==> config.mk <==
export PLATFORM = sky130hd
export DESIGN_NAME = mem_arbiter_flat
export DESIGN_NICKNAME = d
export VERILOG_FILES = /design/src/rtl/mem_arbiter_if.sv /design/src/rtl/mem_arbiter.sv /design/src/flat_wrapper.sv
export SDC_FILE = /design/constraint.sdc
export NUM_CORES = 1
export LEC_CHECK = 0
export BUFFER_PORTS_ARGS = -buffer_cell sky130_fd_sc_hd__buf_4
export CAP_MARGIN = 0
export CORE_MARGIN = 2
export CORE_UTILIZATION = 31
export CTS_BUF_LIST = sky130_fd_sc_hd__clkbuf_4
export CTS_CLUSTER_DIAMETER = 80
export DETAILED_ROUTE_END_ITERATION = 8
export GPL_ROUTABILITY_DRIVEN = 0
export SYNTH_ARGS = -nofsm -noshare
export SYNTH_HDL_FRONTEND = slang
export SYNTH_SLANG_ARGS = --single-unit
==> constraint.sdc <==
create_clock -name clk -period 11.4 [get_ports clk]
set_input_delay 2.28 -clock clk [delete_from_list [all_inputs] [get_ports clk]]
set_output_delay 2.28 -clock clk [all_outputs]
set_load 0.02 [all_outputs]
==> src/rtl/mem_arbiter_if.sv <==
// Bundle of the core-side fetch/data ports and the single memory port of mem_arbiter.
// The arbiter uses the master view; the core and the RAM model use the slave view.
interface mem_arbiter_if;
   logic        if_req;
   logic [31:0] if_addr;
   logic [31:0] if_inst;
   logic        if_done;
   logic        dm_req;
   logic        dm_we;
   logic [31:0] dm_addr;
   logic [3:0]  dm_sel;
   logic [31:0] dm_wdata;
   logic [31:0] dm_rdata;
   logic        dm_done;
   logic        mem_ce;
   logic        mem_we;
   logic [31:0] mem_addr;
   logic [3:0]  mem_sel;
   logic [31:0] mem_wdata;
   logic [31:0] mem_rdata;
   logic        stall_req;

   modport master (
      input  if_req, if_addr, dm_req, dm_we, dm_addr, dm_sel, dm_wdata, mem_rdata,
      output if_inst, if_done, dm_rdata, dm_done,
      output mem_ce, mem_we, mem_addr, mem_sel, mem_wdata, stall_req
   );

   modport slave (
      output if_req, if_addr, dm_req, dm_we, dm_addr, dm_sel, dm_wdata, mem_rdata,
      input  if_inst, if_done, dm_rdata, dm_done,
      input  mem_ce, mem_we, mem_addr, mem_sel, mem_wdata, stall_req
   );
endinterface

==> src/rtl/mem_arbiter.sv <==
// Serialises instruction fetches and data loads/stores onto one synchronous RAM port
// with MEM_LAT cycles of read latency; data requests win over fetches.
module mem_arbiter #(
   parameter int unsigned MEM_LAT = 1
) (
   input  logic          clk,
   input  logic          rst,
   mem_arbiter_if.master bus
);
   typedef enum logic [1:0] {IDLE, ISSUE, WAIT, DONE} state_t;

   localparam logic [2:0] LAT_INIT = 3'(MEM_LAT);

   state_t      state_q,     state_d;
   logic [2:0]  cnt_q,       cnt_d;
   logic        gnt_fetch_q, gnt_fetch_d;
   logic        mem_ce_q,    mem_ce_d;
   logic        mem_we_q,    mem_we_d;
   logic [31:0] mem_addr_q,  mem_addr_d;
   logic [3:0]  mem_sel_q,   mem_sel_d;
   logic [31:0] mem_wdata_q, mem_wdata_d;
   logic [31:0] if_inst_q,   if_inst_d;
   logic        if_done_q,   if_done_d;
   logic [31:0] dm_rdata_q,  dm_rdata_d;
   logic        dm_done_q,   dm_done_d;

   always_comb begin
      state_d     = state_q;
      cnt_d       = cnt_q;
      gnt_fetch_d = gnt_fetch_q;
      mem_ce_d    = 1'b0;
      mem_we_d    = 1'b0;
      mem_addr_d  = mem_addr_q;
      mem_sel_d   = mem_sel_q;
      mem_wdata_d = mem_wdata_q;
      if_inst_d   = if_inst_q;
      if_done_d   = 1'b0;
      dm_rdata_d  = dm_rdata_q;
      dm_done_d   = 1'b0;

      case (state_q)
         IDLE: begin
            if (bus.dm_req) begin
               state_d     = ISSUE;
               gnt_fetch_d = 1'b0;
               mem_ce_d    = 1'b1;
               mem_we_d    = bus.dm_we;
               mem_addr_d  = bus.dm_addr;
               mem_sel_d   = bus.dm_sel;
               mem_wdata_d = bus.dm_wdata;
            end else if (bus.if_req) begin
               state_d     = ISSUE;
               gnt_fetch_d = 1'b1;
               mem_ce_d    = 1'b1;
               mem_addr_d  = bus.if_addr;
               mem_sel_d   = 4'b1111;
            end
         end
         ISSUE: begin
            // Only the data port can write, so a store always completes on dm_done.
            if (mem_we_q) begin
               state_d   = DONE;
               dm_done_d = 1'b1;
            end else begin
               state_d = WAIT;
               cnt_d   = LAT_INIT;
            end
         end
         WAIT: begin
            cnt_d = cnt_q - 3'd1;
            if (cnt_q == 3'd1) begin
               state_d = DONE;
               if (gnt_fetch_q) begin
                  if_inst_d = bus.mem_rdata;
                  if_done_d = 1'b1;
               end else begin
                  dm_rdata_d = bus.mem_rdata;
                  dm_done_d  = 1'b1;
               end
            end
         end
         DONE: begin
            // The finished requester still shows its old request here, so never grant.
            state_d = IDLE;
         end
         default: state_d = IDLE;
      endcase
   end

   always_ff @(posedge clk or posedge rst) begin
      if (rst) begin
         state_q     <= IDLE;
         cnt_q       <= 3'd0;
         gnt_fetch_q <= 1'b0;
         mem_ce_q    <= 1'b0;
         mem_we_q    <= 1'b0;
         mem_addr_q  <= 32'd0;
         mem_sel_q   <= 4'd0;
         mem_wdata_q <= 32'd0;
         if_inst_q   <= 32'd0;
         if_done_q   <= 1'b0;
         dm_rdata_q  <= 32'd0;
         dm_done_q   <= 1'b0;
      end else begin
         state_q     <= state_d;
         cnt_q       <= cnt_d;
         gnt_fetch_q <= gnt_fetch_d;
         mem_ce_q    <= mem_ce_d;
         mem_we_q    <= mem_we_d;
         mem_addr_q  <= mem_addr_d;
         mem_sel_q   <= mem_sel_d;
         mem_wdata_q <= mem_wdata_d;
         if_inst_q   <= if_inst_d;
         if_done_q   <= if_done_d;
         dm_rdata_q  <= dm_rdata_d;
         dm_done_q   <= dm_done_d;
      end
   end

   assign bus.mem_ce    = mem_ce_q;
   assign bus.mem_we    = mem_we_q;
   assign bus.mem_addr  = mem_addr_q;
   assign bus.mem_sel   = mem_sel_q;
   assign bus.mem_wdata = mem_wdata_q;
   assign bus.if_inst   = if_inst_q;
   assign bus.if_done   = if_done_q;
   assign bus.dm_rdata  = dm_rdata_q;
   assign bus.dm_done   = dm_done_q;
   assign bus.stall_req = (bus.if_req & ~if_done_q) | (bus.dm_req & ~dm_done_q);
endmodule

==> src/flat_wrapper.sv <==
// flat-port wrapper written by rule: the top's interface ports become plain ports
module mem_arbiter_flat 
#(
   parameter int unsigned MEM_LAT = 1
)
  (clk, rst, bus_if_req, bus_if_addr, bus_dm_req, bus_dm_we, bus_dm_addr, bus_dm_sel, bus_dm_wdata, bus_mem_rdata, bus_if_inst, bus_if_done, bus_dm_rdata, bus_dm_done, bus_mem_ce, bus_mem_we, bus_mem_addr, bus_mem_sel, bus_mem_wdata, bus_stall_req);
  mem_arbiter_if bus_i ();
  input  logic clk;
  input  logic rst;
  input wire logic [$bits(bus_i.if_req)-1:0] bus_if_req;
  input wire logic [$bits(bus_i.if_addr)-1:0] bus_if_addr;
  input wire logic [$bits(bus_i.dm_req)-1:0] bus_dm_req;
  input wire logic [$bits(bus_i.dm_we)-1:0] bus_dm_we;
  input wire logic [$bits(bus_i.dm_addr)-1:0] bus_dm_addr;
  input wire logic [$bits(bus_i.dm_sel)-1:0] bus_dm_sel;
  input wire logic [$bits(bus_i.dm_wdata)-1:0] bus_dm_wdata;
  input wire logic [$bits(bus_i.mem_rdata)-1:0] bus_mem_rdata;
  output wire logic [$bits(bus_i.if_inst)-1:0] bus_if_inst;
  output wire logic [$bits(bus_i.if_done)-1:0] bus_if_done;
  output wire logic [$bits(bus_i.dm_rdata)-1:0] bus_dm_rdata;
  output wire logic [$bits(bus_i.dm_done)-1:0] bus_dm_done;
  output wire logic [$bits(bus_i.mem_ce)-1:0] bus_mem_ce;
  output wire logic [$bits(bus_i.mem_we)-1:0] bus_mem_we;
  output wire logic [$bits(bus_i.mem_addr)-1:0] bus_mem_addr;
  output wire logic [$bits(bus_i.mem_sel)-1:0] bus_mem_sel;
  output wire logic [$bits(bus_i.mem_wdata)-1:0] bus_mem_wdata;
  output wire logic [$bits(bus_i.stall_req)-1:0] bus_stall_req;
  assign bus_i.if_req = bus_if_req;
  assign bus_i.if_addr = bus_if_addr;
  assign bus_i.dm_req = bus_dm_req;
  assign bus_i.dm_we = bus_dm_we;
  assign bus_i.dm_addr = bus_dm_addr;
  assign bus_i.dm_sel = bus_dm_sel;
  assign bus_i.dm_wdata = bus_dm_wdata;
  assign bus_i.mem_rdata = bus_mem_rdata;
  assign bus_if_inst = bus_i.if_inst;
  assign bus_if_done = bus_i.if_done;
  assign bus_dm_rdata = bus_i.dm_rdata;
  assign bus_dm_done = bus_i.dm_done;
  assign bus_mem_ce = bus_i.mem_ce;
  assign bus_mem_we = bus_i.mem_we;
  assign bus_mem_addr = bus_i.mem_addr;
  assign bus_mem_sel = bus_i.mem_sel;
  assign bus_mem_wdata = bus_i.mem_wdata;
  assign bus_stall_req = bus_i.stall_req;
  mem_arbiter #(.MEM_LAT(MEM_LAT)) u_core (.clk(clk), .rst(rst), .bus(bus_i));
endmodule
-- Yosys cells after proc, flatten, opt, wreduce, memory -nomap -nowiden
Cells that the tools add are included.
- bits in registers: 142
- output and inout port bits: 137
- word-level logic and storage cells: 60
- add/sub/neg operators: 1
- equality and inequality tests: 7
- muxes and demuxes: 25
- bitwise logic cells: 6
- reduce and logical (&&, ||, !) cells: 9
- operators by type and width (kind ; count):
    $mux W32 ; 2
    $mux W1 ; 14
    $mux W4 ; 2
    $pmux W2 S4 ; 1
    $reduce_and A2 Y1 ; 4
    $mux W2 ; 3
    $pmux W3 S2 ; 1
    $reduce_and A3 Y1 ; 2
    $eq A2 B2 Y1 const B ; 2
    $reduce_bool A2 Y1 ; 2
    $eq A3 B1 Y1 const B ; 1
    $mux W3 ; 1
    $ne A3 B3 Y1 const B ; 1
    $not A1 Y1 ; 3
    $sub A3 B1 Y3 const B ; 1
    $and A1 B1 Y1 ; 2
    $eq A2 B1 Y1 const B ; 1
    $logic_not A2 Y1 ; 1
    $ne A2 B1 Y1 const B ; 1
    $ne A2 B2 Y1 const B ; 1
    $pmux W1 S2 ; 1
    $or A1 B1 Y1 ; 1

-- Logic depth before layout (Yosys ltp)
Gate-level depths: netlist of the first run.
- depth in word-level cells: 3
- mapped depth: 7
- gate-level depth less buffers: 6

-- Least setup slack after synthesis of the first run
OpenSTA, ideal clock, no wires.
- path kind: in2out
- start point: input port bus_if_req
- end point: output port bus_stall_req
- data arrival time: 2.685 ns
- required time: 9.120 ns
- slack: 6.435 ns
- stages on the path: 2
- path buffers: 0
- path through: inv_1 > o22ai_1
- word-level cells in the longest chain between the ends: 2
- RTL lines (what ; line ; source):
    start, declared ; flat_wrapper.sv:10 ; input wire logic [$bits(bus_i.if_req)-1:0] bus_if_req;
    $and A1 B1 Y1 ; mem_arbiter.sv:129 ; assign bus.stall_req = (bus.if_req & ~if_done_q) | (bus.dm_req & ~dm_done_q);
    $or A1 B1 Y1 ; mem_arbiter.sv:129 ;
    end, declared ; flat_wrapper.sv:27 ; output wire logic [$bits(bus_i.stall_req)-1:0] bus_stall_req;
No other way between the ends.

-- Worst setup path in the final report of the first run
- start point: input port bus_dm_req
- end point: output port bus_stall_req
- word-level cells in the longest chain between the ends: 2
- RTL lines (what ; line ; source):
    start, declared ; flat_wrapper.sv:12 ; input wire logic [$bits(bus_i.dm_req)-1:0] bus_dm_req;
    $and A1 B1 Y1 ; mem_arbiter.sv:129 ;
    $or A1 B1 Y1 ; mem_arbiter.sv:129 ;
No other way between the ends.

==> results_dict.tcl, run 1 <==
set metrics [dict create \
    synthMuxAreaShare_pct 25.0 \
    finalSetupViolCount 0 \
    final_hold_viol_count 0 \
    syn_area_um2 5710 \
    dieArea_um2 19500 \
    min_from "u_core.bus.mem_addr[11]" \
    fp.dieH_um 140 \
    cts_post_setup_buffers_inserted 0 \
    dieWidth_um 140 \
    syn2layout_area_growth_pct 44.7 \
    grt_start_max_net_pins 86 \
    hold_buffers 0 \
    grt_pass1_wl_mm 22.8 \
    dr.pass1.iters 4 \
    synth_top_family_by_area "multiplexers" \
    hold_path_depth 2 \
    io_buffer_count 273 \
    ys_seq_elements 142 \
    grt.total_usage_pct 14.7 \
    overflow 0 \
    critPathRequiredTime_ns 9.12 \
    dp.cells 888 \
    drtIter0Drc 123 \
    synth_fa_ha_area_share_pct 1.10 \
    rr_startpoint "u_core.state_q[0]" \
    ff2ff_path_depth 5 \
    fin_skew_ns 0.0170 \
    routed_wl_mm 14.3 \
    yosys_warnings 0 \
    postSynthAreaPerCell_um2 14.2 \
    remaining_drc_errors 0 \
    setup_total_negative_slack_ns 0 \
    r2r_slack_ns 9.18 \
    min_period_over_period_pct 48.1 \
    dp_hpwl_mm 10.7 \
    rr_endpoint "u_core.bus.dm_rdata[20]" \
    nNetsFinal 820 \
    ys_types 30 \
    max_freq_mhz 182 \
    row_count 49 \
    fin_cells 920 \
    arrival_ns 3.21 \
    drv_cap 0 \
    clockBufferDepth 2 \
    ys_seq_area_share_pct 62.3 \
    hp-class "flop to flop" \
    finalMaxSlewViolations 0 \
    cts_max_level 4 \
    min_to "u_core.bus.mem_addr[11]" \
    max_slew_margin_pct 18.3 \
    min_period_ns 5.49 \
    layout_commonest_cell "buf_4" \
    worstPathMaxFanout 40 \
    antenna_found_initial 0 \
    cts_resized 0 \
    clock_sinks 142 \
    postSynthCellCount 403 \
    status "finished clean" \
    vias_per_cell 4.50 \
    yosys.area_share.simple_pct 3.60 \
    antenna_cells 0 \
    power_frac_comb_pct 48.7 \
    layout_common_cells "buf_4 (277), dfrtp_1 (142), mux2_2 (98), nand2_1 (34), o21ai_0 (33)" \
    routed-via-count 4143 \
    p_total_uw 2380 \
    clk_pin_slew_worst_paths_ns 0.13 \
    io_pins 274 \
    start_util_pct 31.7 \
    pwr-share-seq_pct 37.3 \
    leakage_uw 0.00412 \
    cts_made_buffers 17 \
    internal-power_uw 1440 \
    wl_per_cell_um 15.5 \
    cts_tree "done" \
    max-vdd-ir-drop_mv 0.167 \
    cts-root-buf "clkbuf_4" \
    fin_util_pct 45.8 \
    crit_type "primary input to primary output" \
    tightest_slew_ns 1.22 \
    synth_edf_count 0 \
    powerDensity_nw_per_um2 288 \
    switching_share_pct 39.5 \
    first_global_vias 4463 \
    synth_compound_area_share_pct 5.11 \
    ant_nets 0 \
    layout-drive-gt1-share_pct 59.8 \
    start_kind "primary input" \
    p_sw_uw 939 \
    clockPowerShare_pct 14.0 \
    clkLatencyLatePin_ns 0.52 \
    grt_setup_unrepaired "false" \
    endpoint_kind "primary output" \
    async_flop_share_pct 100 \
    ys.flop_type "dfrtp_1" \
    core_um2 18000 \
    yosys.area_share.xor_xnor_pct 0 \
    synth_nets 545 \
]
power groups by stage:
stage	Combinational [uW]	Sequential, uW	Clock, uW
finish	1160	888	333
global route	1240	921	374
CTS	1180	890	351
detailed placement	1180	898	0
global placement	1150	889	0
floorplan	371	1180	0
Yosys cell counts, types with 2 or more instances:
cell type	number	area share, %
buf_4	2	0.26
o21ai_0	34	3.0
buf_2	13	1.1
mux2i_1	32	5.6
clkbuf_1	3	0.20
nor2_1	3	0.20
mux2_2	98	19
inv_1	12	0.79
ha_1	5	1.1
a31oi_1	3	0.33
a21oi_1	3	0.26
nand2_1	34	2.2
buf_6	3	0.59
dfrtp_1	142	62
how the worst max path moves through the flow:
stage                from                  to  depth (start not counted)
2_1_floorplan         rst  u_core.bus.dm_done                          1
3_3_place_gp   bus_dm_req       bus_stall_req                          4
3_5_place_dp   bus_dm_req       bus_stall_req                          4
4_1_cts        bus_dm_req       bus_stall_req                          4
5_1_grt        bus_dm_req       bus_stall_req                          4
6_report       bus_dm_req       bus_stall_req                          4
layer usage:
| metal | GRT usage, % | vias up | wire, um |
|---|---|---|---|
| met2 | 25.3 | 176 | 7240 |
| met4 | 4.95 | 0 | 207 |
| li1 | - | 1954 | - |
| met3 | 5.44 | 11 | 1140 |
| met5 | 0 | - | 0 |
| met1 | 17.1 | 2002 | 5690 |
state kept, by name, indices dropped and copies added, names as in the netlist, 2 cells and up:
register / flops
u_core.bus.mem_addr: 32
u_core.state_q: 2
u_core.bus.mem_sel: 4
u_core.bus.if_inst: 32
u_core.cnt_q: 3
u_core.bus.dm_rdata: 32
u_core.bus.mem_wdata: 32
worst max-delay path, stage by stage:
cell and delay (ns):
buf_4 0.47, inv_1 0.12, o22ai_1 0.14, buf_4 0.18
stage by stage:
| step | hold WS, ns | area (um2) | setup WS (ns) |
|---|---|---|---|
| final | 0.494 | 8260 | 5.91 |
| after global routing | 0.526 | 8260 | 5.76 |
| after CTS | 0.502 | 8260 | 5.90 |
| after detailed placement | 0.472 | 7960 | 5.90 |
| after global placement | 0.465 | 7960 | 5.90 |
| after floorplan | 0.456 | 5710 | 5.31 |
kinds of logic after synthesis:
| family | after synthesis |
|---|---|
| flip-flops | 142 |
| adder cells (fa/ha/maj) | 5 |
| AND/OR/NAND/NOR | 43 |
| multiplexers | 130 |
| buffers and inverters | 33 |
| AO/OA/AOI/OAI | 50 |
final cells by class:
class | count | area, um2
Clock buffer | 17 | 128
Clock inverter | 15 | 166
Fill cell | 1669 | 9770
Inverter | 12 | 50.0
Multi-Input combinational cell | 228 | 1990
Sequential cell | 142 | 3550
Tap cell | 229 | 287
Timing Repair Buffer | 277 | 2080
No activity file was read; power rests on OpenSTA's default activity.
==> run 2, diff against run 1 <==
- clock period: 11.4 -> 4.7 ns (I/O delays scaled with it)
==> run 2 against run 1 <==
- die area is the same
- critical path depth is the same
- clock power grew to 2.5 times the previous value
- flip-flop and latch count is the same
- clock skew shrank 0.0046 ns
- core utilization grew 0.23 points
- final cell count grew 0.22%
- clock-buffer cell count is the same
- register-to-register slack lost 6.9 ns
- combinational power grew 140%
- sequential share of layout area shrank 0.21 points
- critical path type unchanged
- via count grew 0.58%
- largest power group unchanged
- highest routed layer unchanged
- critical endpoint unchanged
==> results_dict.tcl, run 2 (synthesized netlist as in run 1, its figures left out) <==
set metrics [dict create \
    cts_made_buffers 17 \
    finalMaxSlewViolations 0 \
    start_util_pct 31.7 \
    tightest_slew_ns 1.00 \
    p_sw_uw 2260 \
    first_global_vias 4496 \
    dp_hpwl_mm 10.8 \
    hp-class "flop to flop" \
    finalSetupViolCount 0 \
    max-vdd-ir-drop_mv 0.393 \
    hold_buffers 0 \
    drv_cap 0 \
    clock_sinks 142 \
    dr_wl_met3_mm 1.02 \
    switching_share_pct 38.9 \
    antenna_found_initial 1 \
    dieArea_um2 19500 \
    layout-drive-gt1-share_pct 59.8 \
    final_hold_viol_count 0 \
    finalWorstSetupSlack_ns 1.82 \
    max_stage_delay_ns 0.47 \
    fp.dieH_um 140 \
    layout_common_cells "buf_4 (277), dfrtp_1 (142), mux2_2 (98), nand2_1 (34), o21ai_0 (33)" \
    io_buffer_count 273 \
    cts-root-buf "clkbuf_4" \
    crit_type "primary input to primary output" \
    pwr-share-seq_pct 37.0 \
    remaining_drc_errors 0 \
    grt_setup_unrepaired "false" \
    status "finished clean" \
    power_frac_comb_pct 48.4 \
    critPathRequiredTime_ns 3.76 \
    min_period_over_period_pct 61.3 \
    core_um2 18000 \
    ant_nets 0 \
    wl_met2_mm 7.39 \
    clkLatencyLatePin_ns 0.52 \
    slowest_stage "buf_4" \
    dr.pass1.iters 4 \
    powerDensity_nw_per_um2 700 \
    m1WireLength_mm 5.79 \
    io_pins 274 \
    syn2layout_area_growth_pct 45.4 \
    worstPathMaxFanout 40 \
    layout_commonest_cell "buf_4" \
    clockPowerShare_pct 14.6 \
    fin_skew_ns 0.0125 \
    start_kind "primary input" \
    cts_tree "done" \
    wl_per_cell_um 15.6 \
    clockBufferDepth 2 \
    arrival_ns 1.94 \
    cts_max_level 4 \
    grt_pass1_wl_mm 22.8 \
    max_slew_margin_pct 33.0 \
    internal-power_uw 3550 \
    vias_per_cell 4.52 \
    endpoint_kind "primary output" \
    overflow 0 \
    row_count 49 \
    setup_total_negative_slack_ns 0 \
    nNetsFinal 821 \
    place_ws_ns 1.82 \
    routed.top_layer "met4" \
    grt.total_usage_pct 14.8 \
    min_period_ns 2.88 \
    routed-via-count 4167 \
    routed_wl_mm 14.4 \
    clk_pin_slew_worst_paths_ns 0.12 \
    leakage_uw 0.00414 \
    drtIter0Drc 97 \
    cts_resized 0 \
    max_freq_mhz 347 \
    dieWidth_um 140 \
    path_cells "buf_4 -> inv_1 -> o22ai_1 -> buf_4" \
    critPathMostFrequentCell "buf_4" \
    grt_start_max_net_pins 98 \
    cts_post_setup_buffers_inserted 0 \
]
## run 2: cell count changes in the layout (fill, tap and decap cells not counted), sizes merged
| cell | previous run | this run |
|---|---|---|
| buf | 277 | 278 |
| bufinv | 2 | 3 |
| inv | 14 | 15 |
| diode | 0 | 1 |
| clkinv | 10 | 8 |
## run 2: per-stage QoR
| step | power, uW | cells | util (%) | hold slack [ns] | instance area (um2) |
|---|---|---|---|---|---|
| final | 5810 | 922 | 46.0 | 0.495 | 8300 |
| after global routing | 6190 | 922 | 46.0 | 0.521 | 8300 |
| after CTS | 5900 | 921 | 46.0 | 0.501 | 8300 |
| after detailed placement | 5040 | 889 | 44.3 | 0.472 | 7980 |
| after global placement | 4960 | 889 | 44.3 | 0.464 | 7980 |
| after floorplan | 3750 | 403 | - | 0.456 | 5710 |
## run 2: per-layer routing
| metal | GRT usage, % | vias up |
|---|---|---|
| met3 | 4.89 | 13 |
| met1 | 17.0 | 2017 |
| met4 | 4.84 | 0 |
| li1 | - | 1964 |
| met2 | 26.1 | 173 |
| met5 | 0 | - |
## run 2: path summary, 6_finish.rpt
kind	endpoint	slack (ns)	cells after the start	start
worst max-delay path	bus_stall_req	1.82	4	bus_dm_req
worst min-delay path	u_core.bus.mem_addr[12]	0.50	2	u_core.bus.mem_addr[12]
worst max register to register	u_core.bus.dm_rdata[20]	2.25	5	u_core.state_q[0]
worst min register to register	u_core.bus.mem_addr[12]	0.50	2	u_core.bus.mem_addr[12]
max in group asynchronous	u_core.bus.dm_rdata[5]	3.05	3	rst
min in group asynchronous	u_core.bus.mem_wdata[22]	0.62	2	rst
## run 2: layout make-up
class,instances,area [um2]
clock inverters,15,186
fillers,1668,9730
repair buffers,278,2100
multi-input cells,228,1990
clock buffers,17,128
diodes,1,2.50
flip-flops and latches,142,3550
inverters,12,48.8
well taps,229,287
## run 2: power by group through the flow
stage	Clock, uW	Combinational [uW]	Sequential [uW]
after floorplan	0	900	2850
after global placement	0	2800	2150
after detailed placement	0	2860	2180
after CTS	890	2860	2160
after global routing	947	3010	2230
final	846	2810	2150
## run 2: worst max-delay path, delay by kind of cell
family / cells / cell delay (ns)
buffers and inverters: 3 / 0.81
AOI/OAI and AO/OA: 1 / 0.15
